`config.mk`:
```
export PLATFORM = sky130hd
export DESIGN_NAME = led_pattern_engine
export DESIGN_NICKNAME = d
export VERILOG_FILES = /design/src/rtl/led_pattern_engine.sv
export SDC_FILE = /design/constraint.sdc
export NUM_CORES = 1
export LEC_CHECK = 0
export ABC_CLOCK_PERIOD_IN_PS = 3200
export BUFFER_PORTS_ARGS = -buffer_cell sky130_fd_sc_hd__buf_4
export CORE_MARGIN = 4
export CORE_UTILIZATION = 58
export CTS_CLUSTER_SIZE = 30
export DETAILED_ROUTE_END_ITERATION = 10
export GPL_ROUTABILITY_DRIVEN = 0
export PLACE_DENSITY = 0.77
export SYNTH_ARGS = -nofsm -noshare
export SYNTH_HDL_FRONTEND = slang
export SYNTH_SLANG_ARGS = --single-unit
```
`constraint.sdc`:
```
create_clock -name i_clk -period 3.2 [get_ports i_clk]
set_input_delay 0.64 -clock i_clk [delete_from_list [all_inputs] [get_ports i_clk]]
set_output_delay 0.64 -clock i_clk [all_outputs]
set_load 0.005 [all_outputs]
```
`src/rtl/led_pattern_engine.sv`:
```
// LED pattern engine: running dot, bounce, fill bar and checkerboard over N_LEDS
// outputs, stepped every BASE_DIV*(i_sw+1) cycles, with pause and a direction button.
module led_pattern_engine #(
    parameter int N_LEDS   = 8,
    parameter int BASE_DIV = 1_000_000,
    parameter int SPD_W    = 4
) (
    input  logic              i_clk,
    input  logic              i_rst_n,
    input  logic [SPD_W-1:0]  i_sw,
    input  logic [1:0]        i_mode,
    input  logic              i_dir_btn,
    input  logic              i_pause,
    output logic [N_LEDS-1:0] o_led,
    output logic              o_step
);
    localparam int POS_W = $clog2(N_LEDS);
    localparam int LVL_W = $clog2(N_LEDS + 1);
    localparam int PSC_W = (BASE_DIV > 1) ? $clog2(BASE_DIV) : 1;

    localparam logic [POS_W-1:0] POS_MAX = POS_W'(N_LEDS - 1);
    localparam logic [LVL_W-1:0] LVL_MAX = LVL_W'(N_LEDS);
    localparam logic [PSC_W-1:0] PSC_MAX = PSC_W'(BASE_DIV - 1);

    typedef enum logic [1:0] {
        MODE_RUN    = 2'b00,
        MODE_BOUNCE = 2'b01,
        MODE_FILL   = 2'b10,
        MODE_CHECK  = 2'b11
    } mode_e;

    mode_e             mode_in;
    mode_e             mode_q;
    logic              btn_s1_q, btn_s2_q, btn_s3_q;
    logic [PSC_W-1:0]  psc_q, psc_d;
    logic [SPD_W-1:0]  stc_q, stc_d;
    logic [POS_W-1:0]  pos_q, pos_d, pos_v;
    logic [LVL_W-1:0]  lvl_q, lvl_d, lvl_v;
    logic              phase_q, phase_d, phase_v;
    logic              dir_q, dir_d, dir_tgl;
    logic              step_q, step_out_q;
    logic [N_LEDS-1:0] led_q, led_d;
    logic              btn_edge, mode_chg, base_tick, step_fire;

    assign mode_in   = mode_e'(i_mode);
    assign btn_edge  = btn_s2_q & ~btn_s3_q;
    assign mode_chg  = (mode_q != mode_in);
    assign base_tick = (psc_q == PSC_MAX);
    assign step_fire = base_tick && (stc_q >= i_sw) && !i_pause && !mode_chg;
    // A button edge landing on a step must steer that same step.
    assign dir_tgl   = dir_q ^ btn_edge;

    // NOTE: every output of this block gets a default first, so no path can infer a latch.
    always_comb begin
        psc_d   = psc_q;
        stc_d   = stc_q;
        pos_d   = pos_q;
        lvl_d   = lvl_q;
        phase_d = phase_q;
        dir_d   = dir_tgl;
        if (mode_chg) begin
            psc_d   = '0;
            stc_d   = '0;
            pos_d   = '0;
            lvl_d   = '0;
            phase_d = 1'b0;
        end else if (!i_pause) begin
            if (base_tick) begin
                psc_d = '0;
                stc_d = (stc_q >= i_sw) ? '0 : stc_q + 1'b1;
            end else begin
                psc_d = psc_q + 1'b1;
            end
            if (step_fire) begin
                case (mode_q)
                    MODE_RUN: begin
                        if (!dir_tgl) pos_d = (pos_q == POS_MAX) ? '0 : pos_q + 1'b1;
                        else          pos_d = (pos_q == '0) ? POS_MAX : pos_q - 1'b1;
                    end
                    MODE_BOUNCE: begin
                        if (!dir_tgl) begin
                            if (pos_q == POS_MAX) begin
                                dir_d = 1'b1;
                                pos_d = POS_MAX - 1'b1;
                            end else begin
                                pos_d = pos_q + 1'b1;
                            end
                        end else begin
                            if (pos_q == '0) begin
                                dir_d = 1'b0;
                                pos_d = POS_W'(1);
                            end else begin
                                pos_d = pos_q - 1'b1;
                            end
                        end
                    end
                    MODE_FILL: begin
                        if (!dir_tgl) lvl_d = (lvl_q == LVL_MAX) ? '0 : lvl_q + 1'b1;
                        else          lvl_d = (lvl_q == '0) ? LVL_MAX : lvl_q - 1'b1;
                    end
                    MODE_CHECK: phase_d = ~phase_q;
                endcase
            end
        end
    end

    // On a mode switch the display jumps straight to the new mode's starting pattern.
    assign pos_v   = mode_chg ? '0 : pos_q;
    assign lvl_v   = mode_chg ? '0 : lvl_q;
    assign phase_v = mode_chg ? 1'b0 : phase_q;

    always_comb begin
        led_d = '0;
        for (int i = 0; i < N_LEDS; i++) begin
            case (mode_in)
                MODE_RUN, MODE_BOUNCE: led_d[i] = (pos_v == POS_W'(i));
                MODE_FILL:             led_d[i] = (LVL_W'(i) < lvl_v);
                MODE_CHECK:            led_d[i] = ((i % 2) == 0) ^ phase_v;
            endcase
        end
    end

    // NOTE: state registers use non-blocking assignments so all flops sample together.
    always_ff @(posedge i_clk or negedge i_rst_n) begin
        if (!i_rst_n) begin
            btn_s1_q   <= 1'b0;
            btn_s2_q   <= 1'b0;
            btn_s3_q   <= 1'b0;
            mode_q     <= MODE_RUN;
            psc_q      <= '0;
            stc_q      <= '0;
            pos_q      <= '0;
            lvl_q      <= '0;
            phase_q    <= 1'b0;
            dir_q      <= 1'b0;
            step_q     <= 1'b0;
            step_out_q <= 1'b0;
            led_q      <= '0;
        end else begin
            btn_s1_q   <= i_dir_btn;
            btn_s2_q   <= btn_s1_q;
            btn_s3_q   <= btn_s2_q;
            mode_q     <= mode_in;
            psc_q      <= psc_d;
            stc_q      <= stc_d;
            pos_q      <= pos_d;
            lvl_q      <= lvl_d;
            phase_q    <= phase_d;
            dir_q      <= dir_d;
            step_q     <= step_fire;
            step_out_q <= step_q;
            led_q      <= led_d;
        end
    end

    assign o_led  = led_q;
    assign o_step = step_out_q;

endmodule

```
==> metrics.md, run 1 <==
| Metric | Value |
|---|---|
| Outcome | `finished, final reports clean` |
| Pin count of the biggest net entering global routing | `49` |
| Fmax | `0.3940 GHz` |
| Grt met1 use | `32.02%` |
| CP Class | `reg -> reg` |
| Antenna diode count | `0` |
| Period minus WS final | `2.538 ns` |
| CTS tree | `built` |
| Post-CTS Setup Bufs | `0` |
| DRT iter0 DRCs | `231` |
| Post-synth EDFFs | `0` |
| Syn Area/Cell | `9.078 um2` |
| Power density over cell area | `383.5 nW/um2` |
| Sequential area share after synthesis | `42.82%` |
| Ports | `19` |
| Post-synthesis cell count | `309` |
| Initial antenna violation count | `0` |
| Worst Path Max Fanout | `14` |
| Core box area | `4692 um2` |
| DR vias/cell | `6.158` |
| Syn_nets | `333` |
| Met3 GRT Util | `3.248%` |
| Post-route ant nets | `0` |
| Crit path capture type | `flip-flop` |
| Reg2Reg Setup Slack | `0.66 ns` |
| Synth-to-Final Area Change | `9.857%` |
| Chip Width | `77.55 um` |
| CP Capture Point | `psc_q[7]` |
| Synth Cell Area | `2805 um2` |
| Slew @ Worst Pin | `0.6741 ns` |
| CTS buffer count | `5` |
| Skew final | `0.009722 ns` |
| Most frequent cell after synthesis | `dfrtp_1` |
| Post-synth ARST share | `100.0%` |
| Synth warnings | `0` |
| Total Wirelength | `5830 um` |
| Port Buffers | `18` |
| Cell leakage power | `1.311 nW` |
| Critical Path AT | `2.73 ns` |
| Worst Path Required | `3.39 ns` |
| Yosys top cell area share | `42.82%` |
| Placed insts | `378` |
| Crit. Startpoint | `psc_q[8]` |
| Clk slew on worst S/H paths | `0.09 ns` |
| Period Utilization, post-route | `79.32%` |
| Starting Density | `59.79%` |
| HP Class | `in -> async` |
| Reg2Reg Launch Point | `psc_q[8]` |
| Commonest cells in the netlist | `48 x dfrtp_1, 32 x nor2_1, 29 x nand2_1, 21 x nand3_1, 21 x o21ai_0` |
| Ys flop type | `dfrtp_1` |
| CTS Sinks | `48` |
| Synthesized flop and latch total | `48` |
| Hold Buf Count CTS | `0` |
| Post-Place Setup Slack | `0.6690 ns` |
| Max Transition Viols Final | `0` |
| Non-Filler Instances | `385` |
| Post-DP HPWL | `4378 um` |
| Max Cap Viol | `0` |
| Reg-to-Reg End | `psc_q[7]` |
| Post-detailed-route DRC marker count | `0` |
| Worst hold slack | `0.3459 ns` |
| GR peak layer | `met1` |
| Synth top area cells | `dfrtp_1 43%, ha_1 6.2%, nor2_1 4.3%` |
| CTS resizes | `0` |
| Cells on worst reg2reg path | `6` |
| Layout cells sized above 1 | `10.57%` |
| Die ar. | `6013 um2` |
| First-pass GRT wire length | `10,270 um` |
| Peak VDD IR | `0.2200 mV` |
| Vias in the first global route | `2,179` |
| Layout net count | `355` |
| Gr ovfl total | `0` |
| Cell taking the most area after synthesis | `dfrtp_1` |
| Clock buffer depth | `2` |
| FP Rows | `25` |
| Final-layout fill cell count | `400` |
| Relative slew slack | `54.91%` |
| RSZ-0062 raised after global routing | `no` |
| Number of H-tree levels | `2` |
| Final setup margin | `0.6618 ns` |
| Synth cell types | `52` |
| Pre-Repair DR Iteration Count | `4` |
| Power after layout | `1.182 mW` |
| Worst Setup Start Kind | `flip-flop` |
| Gr usage total | `21.08%` |
| Clk Latency, worst-skew pair | `0.30 ns` |
| Via count | `2,371` |
| Root buffer cell | `clkbuf_8` |
| Met2 usage | `30.48%` |
| Final Hold Viols | `0` |
| Fin Setup TNS | `0 ns` |
| Final Setup Violations | `0` |
| Die Ht | `77.55 um` |
| Routed len/inst | `15.14 um` |
==> final cells by class <==
class                      instances  area [um2]  area share, %
multi-input combinational        235        1495          48.52
sequential                        48        1201          38.98
timing repair buffer              22       165.2          5.359
inverter                          19       71.32          2.314
clock buffer                       5       68.82          2.233
tap                               54       67.56          2.192
clock inverter                     2       12.51         0.4060
==> worst max-delay path, cell delays in order (launching register included) <==
cell	delay (ns)
dfrtp_1	0.45
or4b_1	0.54
or4_4	0.57
nor4_4	0.28
or2b_1	0.27
buf_4	0.24
nor2_1	0.08
==> kinds of logic after synthesis <==
logic type                 after synthesis  synth area share (%)
buffers and inverters                   26                 3.881
and+or+nand+nor                        132                 24.31
AOI/OAI and AO/OA                       66                 15.48
muxes                                    2                0.7137
xor gates and xnor gates                21                 6.556
DFF                                     48                 42.82
adders and majority gates               14                 6.244
==> worst min-delay path by stage <==
stage / from / to / slack [ns] / depth (start not counted)
after floorplan: btn_s1_q / btn_s2_q / 0.33 / 0
after global placement: btn_s1_q / btn_s2_q / 0.33 / 0
after detailed placement: btn_s1_q / btn_s2_q / 0.34 / 0
after CTS: btn_s1_q / btn_s2_q / 0.36 / 0
after global routing: step_q / o_step / 0.37 / 0
final: i_rst_n / lvl_q[3] / 0.35 / 1
==> power by group <==
part	leakage, nW	internal (mW)	switching (mW)
Combinational	0.622	0.0811	0.125
Clock	0.0400	0.148	0.195
Sequential	0.649	0.620	0.0122
==> layer usage <==
| layer | up-vias | share of wire (%) |
|---|---|---|
| li1 | 1148 | - |
| met1 | 1142 | 49 |
| met2 | 74 | 44 |
| met3 | 7 | 5.6 |
| met4 | 0 | 1.1 |
| met5 | - | 0 |
==> per-stage QoR <==
| stage | instance area (um2) | util (%) |
|---|---|---|
| floorplan | 2805 | - |
| global placement | 3000 | 63.95 |
| detailed placement | 3000 | 63.95 |
| CTS | 3082 | 65.68 |
| global route | 3082 | 65.68 |
| finish | 3082 | 65.68 |
==> registers in the layout, indices dropped and copies added, names as in the netlist, 2 cells and up <==
signal / flops
lvl_q: 4
mode_q: 2
pos_q: 3
psc_q: 20
stc_q: 4
o_led: 8
==> cells in the final DEF (no fill, tap or decap), types with 2 or more instances in the layout <==
master,n
a2111oi_0,3
a211oi_1,4
a21oi_1,15
a22oi_1,2
a31oi_1,2
and3_1,6
buf_4,22
clkbuf_8,5
dfrtp_1,48
ha_1,14
inv_1,19
mux2i_1,2
nand2_1,29
nand2b_1,6
nand3_1,21
nand4_1,10
nor2_1,32
nor2b_1,2
nor3_1,5
nor4_1,3
o21a_1,3
o21ai_0,21
o21bai_1,3
or2_2,2
or3_1,4
or4b_1,2
xnor2_1,11
xor2_1,10
No activity file was read; power rests on OpenSTA's default activity.
==> run 2: changes to the inputs <==
ABC_CLOCK_PERIOD_IN_PS = 2000   (was 3200)
CORE_UTILIZATION = 54   (was 58)
PLACE_DENSITY = 0.75   (was 0.77)
clock period = 2 ns   (was 3.2 ns; I/O delays follow)
==> run 2 against run 1 <==
The run now ends with negative setup slack left. Utilization up 11 points. Clock power up 76%. Via count increased by 14%. Critical path type unchanged. Critical endpoint is now stc_q[2]. Largest power group unchanged.
==> metrics.md, run 2 (same netlist as run 1, synthesis figures left out) <==
| Metric | Value |
|---|---|
| P_sw | `576.7 uW (+74%)` |
| Power density over cell area | `542.8 nW/um2 (+42%)` |
| CTS buffer count | `5 (unchanged)` |
| Most frequent cells in the layout | `70 x buf_4, 48 x dfrtp_1, 28 x nand2_1, 22 x nor2_1, 20 x nand3_1` |
| Fmax | `0.4432 GHz (+12%)` |
| Layout cells sized above 1 | `31.46% (+21 points)` |
| Ports | `19 (unchanged)` |
| Clk slew on worst S/H paths | `0.09 ns (about the same)` |
| Reg-to-Reg End | `stc_q[2]` |
| DRT iter0 DRCs | `304 (+32%)` |
| Via count | `2,698 (+14%)` |
| Peak VDD IR | `0.5188 mV (+140%)` |
| Chip Width | `80.08 um (+3.3%)` |
| HP Class | `in -> async` |
| Final setup margin | `-0.2562 ns (-0.9180 ns)` |
| Root buffer cell | `clkbuf_8` |
| Critical Path AT | `2.45 ns (-0.28 ns)` |
| FF/Latch Area | `1201 um2 (unchanged)` |
| Period minus WS final | `2.256 ns (-0.2820 ns)` |
| FP Rows | `25 (unchanged)` |
| Cells on worst reg2reg path | `6 (unchanged)` |
| Largest reg by FF count | `psc_q` |
| Number of H-tree levels | `2 (unchanged)` |
| Final Hold Viols | `0 (unchanged)` |
| Slew @ Worst Pin | `0.6069 ns (-0.06718 ns)` |
| Sw Share | `28.38% (+0.27 points)` |
| Worst Path Max Fanout | `4 (-10)` |
| Vias in the first global route | `2,561 (+18%)` |
| Worst Setup Start Kind | `flip-flop` |
| Crit path capture type | `flip-flop` |
| Relative slew slack | `59.54% (+4.6 points)` |
| Reg2Reg Launch Point | `psc_q[15]` |
| Outcome | `complete, but fails checks` |
| Total Wirelength | `7229 um (+24%)` |
| Final Setup Violations | `33 (+33)` |
| Initial antenna violation count | `0 (unchanged)` |
| Largest register FFs | `20 (unchanged)` |
| Synth-to-Final Area Change | `33.45%` |
| Seq pwr share | `49.5% (-4.0 points)` |
| Starting Density | `57.49% (-2.3 points)` |
| CP Class | `reg -> reg` |
| Die ar. | `6412 um2 (+6.6%)` |
| Gr ovfl total | `0 (unchanged)` |
| Skew final | `0.008987 ns (-0.0007355 ns)` |
| Worst Path Required | `2.19 ns (-1.20 ns)` |
| Hold Buf Count CTS | `0 (unchanged)` |
| Antenna diode count | `0 (unchanged)` |
| Layout net count | `414 (+17%)` |
| Max Cap Viol | `0 (unchanged)` |
| Core box area | `4880 um2 (+4.0%)` |
| Post-DP HPWL | `4930 um (+13%)` |
| Reg2Reg Setup Slack | `-0.26 ns (-0.92 ns)` |
| Area of the multi-input gates | `1648 um2 (+10%)` |
| Clk Latency, worst-skew pair | `0.30 ns (about the same)` |
| Die Ht | `80.08 um (+3.3%)` |
| Post-Place Setup Slack | `-0.2742 ns (-0.9432 ns)` |
| CTS Sinks | `48 (unchanged)` |
| Post-detailed-route DRC marker count | `0 (unchanged)` |
| Routed len/inst | `15.78 um (+4.2%)` |
| Port Buffers | `18 (unchanged)` |
| First-pass GRT wire length | `12,110 um (+18%)` |
| Post-route ant nets | `0 (unchanged)` |
| Internal | `1.455 mW (+71%)` |
| Violated checks | `negative setup slack` |
| Clock buffer depth | `2 (unchanged)` |
| Pre-Repair DR Iteration Count | `5 (+1)` |
| Max Transition Viols Final | `0 (unchanged)` |
| DR vias/cell | `5.891 (-4.3%)` |
| Pin count of the biggest net entering global routing | `49 (unchanged)` |
| Final-layout fill cell count | `326 (-19%)` |
| Combinational power share | `20.7% (+3.2 points)` |
| Clock power share | `29.7% (+0.7 points)` |
| RSZ-0062 raised after global routing | `yes` |
| Cell leakage power | `1.647 nW (+26%)` |
| Commonest non-fill, non-tap cell in the layout | `buf_4` |
| Gr usage total | `23.91% (+2.8 points)` |
| CTS tree | `built` |
| Fin Setup TNS | `-5.281 ns (-5.281 ns)` |
| Period Utilization, post-route | `112.8% (+33 points)` |
run 2: changes by cell type in the layout (fill, tap and decap cells not counted), sizes merged:
cell      delta
clkbuf       +3
buf         +59
clkinv       -1
clkinvlp     -1
run 2: worst max-delay path by stage:
stage | slack (ns) | depth (start not counted) | endpoint | start
after floorplan | -0.30 | 7 | stc_q[2] | psc_q[8]
after global placement | -0.34 | 8 | pos_q[1] | psc_q[0]
after detailed placement | -0.27 | 8 | pos_q[1] | psc_q[0]
after CTS | -0.25 | 6 | stc_q[2] | psc_q[15]
after global routing | -0.34 | 6 | stc_q[2] | psc_q[8]
final | -0.26 | 6 | stc_q[2] | psc_q[15]
run 2: what timing repair did:
action | in CTS | in global routing
cloned | 1 | 0
pin swaps | 19 | 12
gates resized for setup | 38 | 18
buffers inserted | 9 | 5
setup endpoints to repair | 32 | 34
run 2: worst max-delay path: stages (launching register included):
cell and delay (ns):
dfrtp_1 0.41, or4b_1 0.53, or4_4 0.53, nor4_4 0.19
or2b_4 0.21, o31ai_2 0.07, a32o_1 0.20
run 2: power groups by stage:
stage               Combinational, mW  Clock, mW  Sequential (mW)
finish                          0.421      0.604             1.01
global route                    0.457      0.664             1.01
CTS                             0.405      0.613             1.01
detailed placement              0.377          0             1.03
global placement                0.371          0             1.03
floorplan                       0.218          0             1.02
run 2: cell type report:
type | instances | share of cell area (%)
tap | 67 | 2.239
inverter | 19 | 1.905
sequential | 48 | 32.09
clock buffer | 8 | 2.406
multi-input combinational | 235 | 44.02
timing repair buffer | 81 | 17.35
run 2: routing by layer:
| layer | share of wire, % | GRT usage, % | wire length [um] |
|---|---|---|---|
| met1 | 45 | 33.94 | 3270 |
| met2 | 46 | 36.92 | 3332 |
| met3 | 7.7 | 5.157 | 554 |
| met4 | 1.0 | 6.588 | 72 |
| met5 | 0 | 0 | 0 |
run 2: through the flow:
step           utilization (%)  power, mW  hold WS (ns)  cells  instance area (um2)
3_5_place_dp             68.87      1.404        0.3363    436                 3361
6_report                 76.72      2.032       0.09089    458                 3744
4_1_cts                  74.33      2.025        0.1251    453                 3627
2_1_floorplan                -      1.243        0.1044    309                 2811
3_3_place_gp             68.87      1.396        0.3337    436                 3361
5_1_grt                  76.72      2.131        0.1401    458                 3744
==> run 3: changes to the inputs <==
ABC_CLOCK_PERIOD_IN_PS = 2700   (was 2000)
CORE_UTILIZATION = 58   (was 54)
CTS_BUF_LIST = sky130_fd_sc_hd__clkbuf_8   (was unset)
GPL_TIMING_DRIVEN = 0   (was unset)
PLACE_DENSITY = 0.77   (was 0.75)
clock period = 2.7 ns   (was 2 ns; I/O delays follow)
==> run 3 against run 2 <==
The run now ends clean. Critical path depth rose by 1. Sequential cell count is the same. Die area decreased by 6.2%. Global-route usage down 2.1 points. Via count fell by 13%. Combinational power is 43% lower. Non-clock buffer count fell by 56. Critical endpoint unchanged.
==> metrics.md, run 3 (same netlist as run 1, synthesis figures left out) <==
| Metric | Value |
|---|---|
| Seq pwr share | `53.2% (+3.7 points)` |
| Number of H-tree levels | `2 (unchanged)` |
| Clock power share | `29.4% (-0.3 points)` |
| Grt met1 use | `30.23% (-3.7 points)` |
| CP Class | `reg -> reg` |
| Worst Path Max Fanout | `10 (+6)` |
| Period minus WS final | `2.514 ns (+0.2580 ns)` |
| Post-route ant nets | `0 (unchanged)` |
| Crit path largest cell delay | `0.56 ns (+0.03 ns)` |
| Final Setup Violations | `0 (-100%)` |
| Starting Density | `59.79% (+2.3 points)` |
| Most frequent cells in the layout | `48 x dfrtp_1, 32 x nor2_1, 29 x nand2_1, 21 x o21ai_0, 21 x nand3_1` |
| RSZ-0062 raised after global routing | `no` |
| Worst Setup Start Kind | `flip-flop` |
| Reg2Reg Launch Point | `psc_q[8]` |
| Final setup margin | `0.1857 ns (+0.4420 ns)` |
| Worst hold slack | `0.2388 ns (+0.1479 ns)` |
| CTS buffer count | `5 (unchanged)` |
| DRT iter0 DRCs | `215 (-29%)` |
| Sw Share | `28.68% (+0.30 points)` |
| DR vias/cell | `6.015 (+2.1%)` |
| Slowest stage cell on the critical path | `or4_4` |
| Power density over cell area | `451.9 nW/um2 (-17%)` |
| Critical Path AT | `2.71 ns (+0.26 ns)` |
| Vias in the first global route | `2,333 (-8.9%)` |
| Fin Setup TNS | `0 ns (+5.281 ns)` |
| Worst Path Required | `2.90 ns (+0.71 ns)` |
| Met2 usage | `34.37% (-2.6 points)` |
| Max Cap Viol | `0 (unchanged)` |
| Routed len/inst | `15.06 um (-4.6%)` |
| DP Area | `3008 um2 (-10%)` |
| Cell leakage power | `1.308 nW (-21%)` |
| Pin count of the biggest net entering global routing | `49 (unchanged)` |
| Cell Chain, Critical Path | `or4b_1 -> or4_4 -> nor4_4 -> or2b_1 -> buf_6 -> o31ai_2 -> a32o_1` |
| Layout net count | `358 (-14%)` |
| Hold Buf Count CTS | `0 (unchanged)` |
| Initial antenna violation count | `0 (unchanged)` |
| GR peak layer | `met2` |
| Layout cells sized above 1 | `10.18% (-21 points)` |
| Synth-to-Final Area Change | `10.39%` |
| Clk slew on worst S/H paths | `0.09 ns (about the same)` |
| Reg2Reg Setup Slack | `0.19 ns (+0.44 ns)` |
| Post-detailed-route DRC marker count | `0 (unchanged)` |
| Slew @ Worst Pin | `0.9604 ns (+0.3535 ns)` |
| Power after layout | `1.399 mW (-31%)` |
| Largest reg by FF count | `psc_q` |
| Layout Utilization | `66.00% (-11 points)` |
| Peak VDD IR | `0.3046 mV (-41%)` |
| P_sw | `401.4 uW (-30%)` |
| Final Hold Viols | `0 (unchanged)` |
| Root buffer cell | `clkbuf_8` |
| Internal | `998.0 uW (-31%)` |
| Port Buffers | `18 (unchanged)` |
| Die ar. | `6013 um2 (-6.2%)` |
| Clock buffer depth | `2 (unchanged)` |
| Ports | `19 (unchanged)` |
| First-pass GRT wire length | `10,680 um (-12%)` |
| Commonest non-fill, non-tap cell in the layout | `dfrtp_1` |
| Total Wirelength | `5845 um (-19%)` |
| Final-layout fill cell count | `385 (+18%)` |
| Gr ovfl total | `0 (unchanged)` |
| Reg-to-Reg End | `stc_q[2]` |
| Cells on worst reg2reg path | `7 (+1)` |
| Placed insts | `381 (-13%)` |
| Non-Filler Instances | `388 (-15%)` |
| Outcome | `finished, final reports clean` |
| Combinational power share | `17.3% (-3.4 points)` |
| Largest register FFs | `20 (unchanged)` |
| Core box area | `4692 um2 (-3.8%)` |
| FP Rows | `25 (unchanged)` |
| Fmax | `0.3977 GHz (-10%)` |
| Via count | `2,334 (-13%)` |
| Clk Latency, worst-skew pair | `0.30 ns (about the same)` |
| Post-Place Setup Slack | `0.05132 ns (+0.3255 ns)` |
| Max Transition Viols Final | `0 (unchanged)` |
| Crit path capture type | `flip-flop` |
| Final instance area | `3097 um2 (-17%)` |
| Period Utilization, post-route | `93.12% (-20 points)` |
| Pre-Repair DR Iteration Count | `5 (unchanged)` |
| Gr usage total | `21.83% (-2.1 points)` |
| HP Class | `in -> async` |
| Post-DP HPWL | `4260 um (-14%)` |
| Met3 GRT Util | `4.756% (-0.40 points)` |
| Skew final | `0.005789 ns (-0.003198 ns)` |
| Relative slew slack | `35.51% (-24 points)` |
| CTS tree | `built` |
| Antenna diode count | `0 (unchanged)` |
| CTS Sinks | `48 (unchanged)` |
| Die Ht | `77.55 um (-3.2%)` |
| Chip Width | `77.55 um (-3.2%)` |
## run 3: cell types whose count changed in the layout (fill, tap and decap cells not counted), sizes merged
cell / change
buf: -61
clkbuf: +2
clkinv: +1
clkinvlp: +1
## run 3: how the worst max path moves through the flow
stage	from	end	slack (ns)	cells after the start
6_report	psc_q[8]	stc_q[2]	0.19	7
5_1_grt	psc_q[0]	pos_q[1]	0.03	7
4_1_cts	psc_q[0]	pos_q[1]	0.03	7
3_5_place_dp	i_sw[0]	pos_q[1]	0.05	8
3_3_place_gp	psc_q[0]	pos_q[1]	0.11	7
2_1_floorplan	psc_q[8]	stc_q[2]	0.40	7
## run 3: layer usage
layer	part of all wire (%)	routed length, um
met5	0	0
met4	1.5	85
met3	4.5	264
met2	46	2690
met1	48	2805
## run 3: worst max-delay path, delay by kind of cell (launching register included)
kind,cells,cell delay [ns]
and+or+nand+nor,4,1.55
buffers and inverters,1,0.14
AOI/OAI and AO/OA,2,0.28
DFF,1,0.45
## run 3: area by class of cell
cell class	count	area, um2	area share [%]
sequential	48	1201	38.79
timing repair buffer	18	135.1	4.364
clock inverter	2	12.51	0.4040
tap	54	67.56	2.182
clock buffer	5	68.82	2.222
inverter	19	71.32	2.303
multi-input combinational	235	1503	48.53
buffer	7	37.54	1.212
## run 3: repair_timing
action	in CTS	in global routing
setup buffers	0	0
setup endpoints to repair	0	5
resized for setup	0	2
## run 3: power by group through the flow
| stage | clock (mW) | combinational, mW | sequential [mW] |
|---|---|---|---|
| 2_1_floorplan | 0 | 0.161 | 0.759 |
| 3_3_place_gp | 0 | 0.234 | 0.759 |
| 3_5_place_dp | 0 | 0.240 | 0.760 |
| 4_1_cts | 0.426 | 0.244 | 0.746 |
| 5_1_grt | 0.461 | 0.273 | 0.747 |
| 6_report | 0.412 | 0.242 | 0.745 |
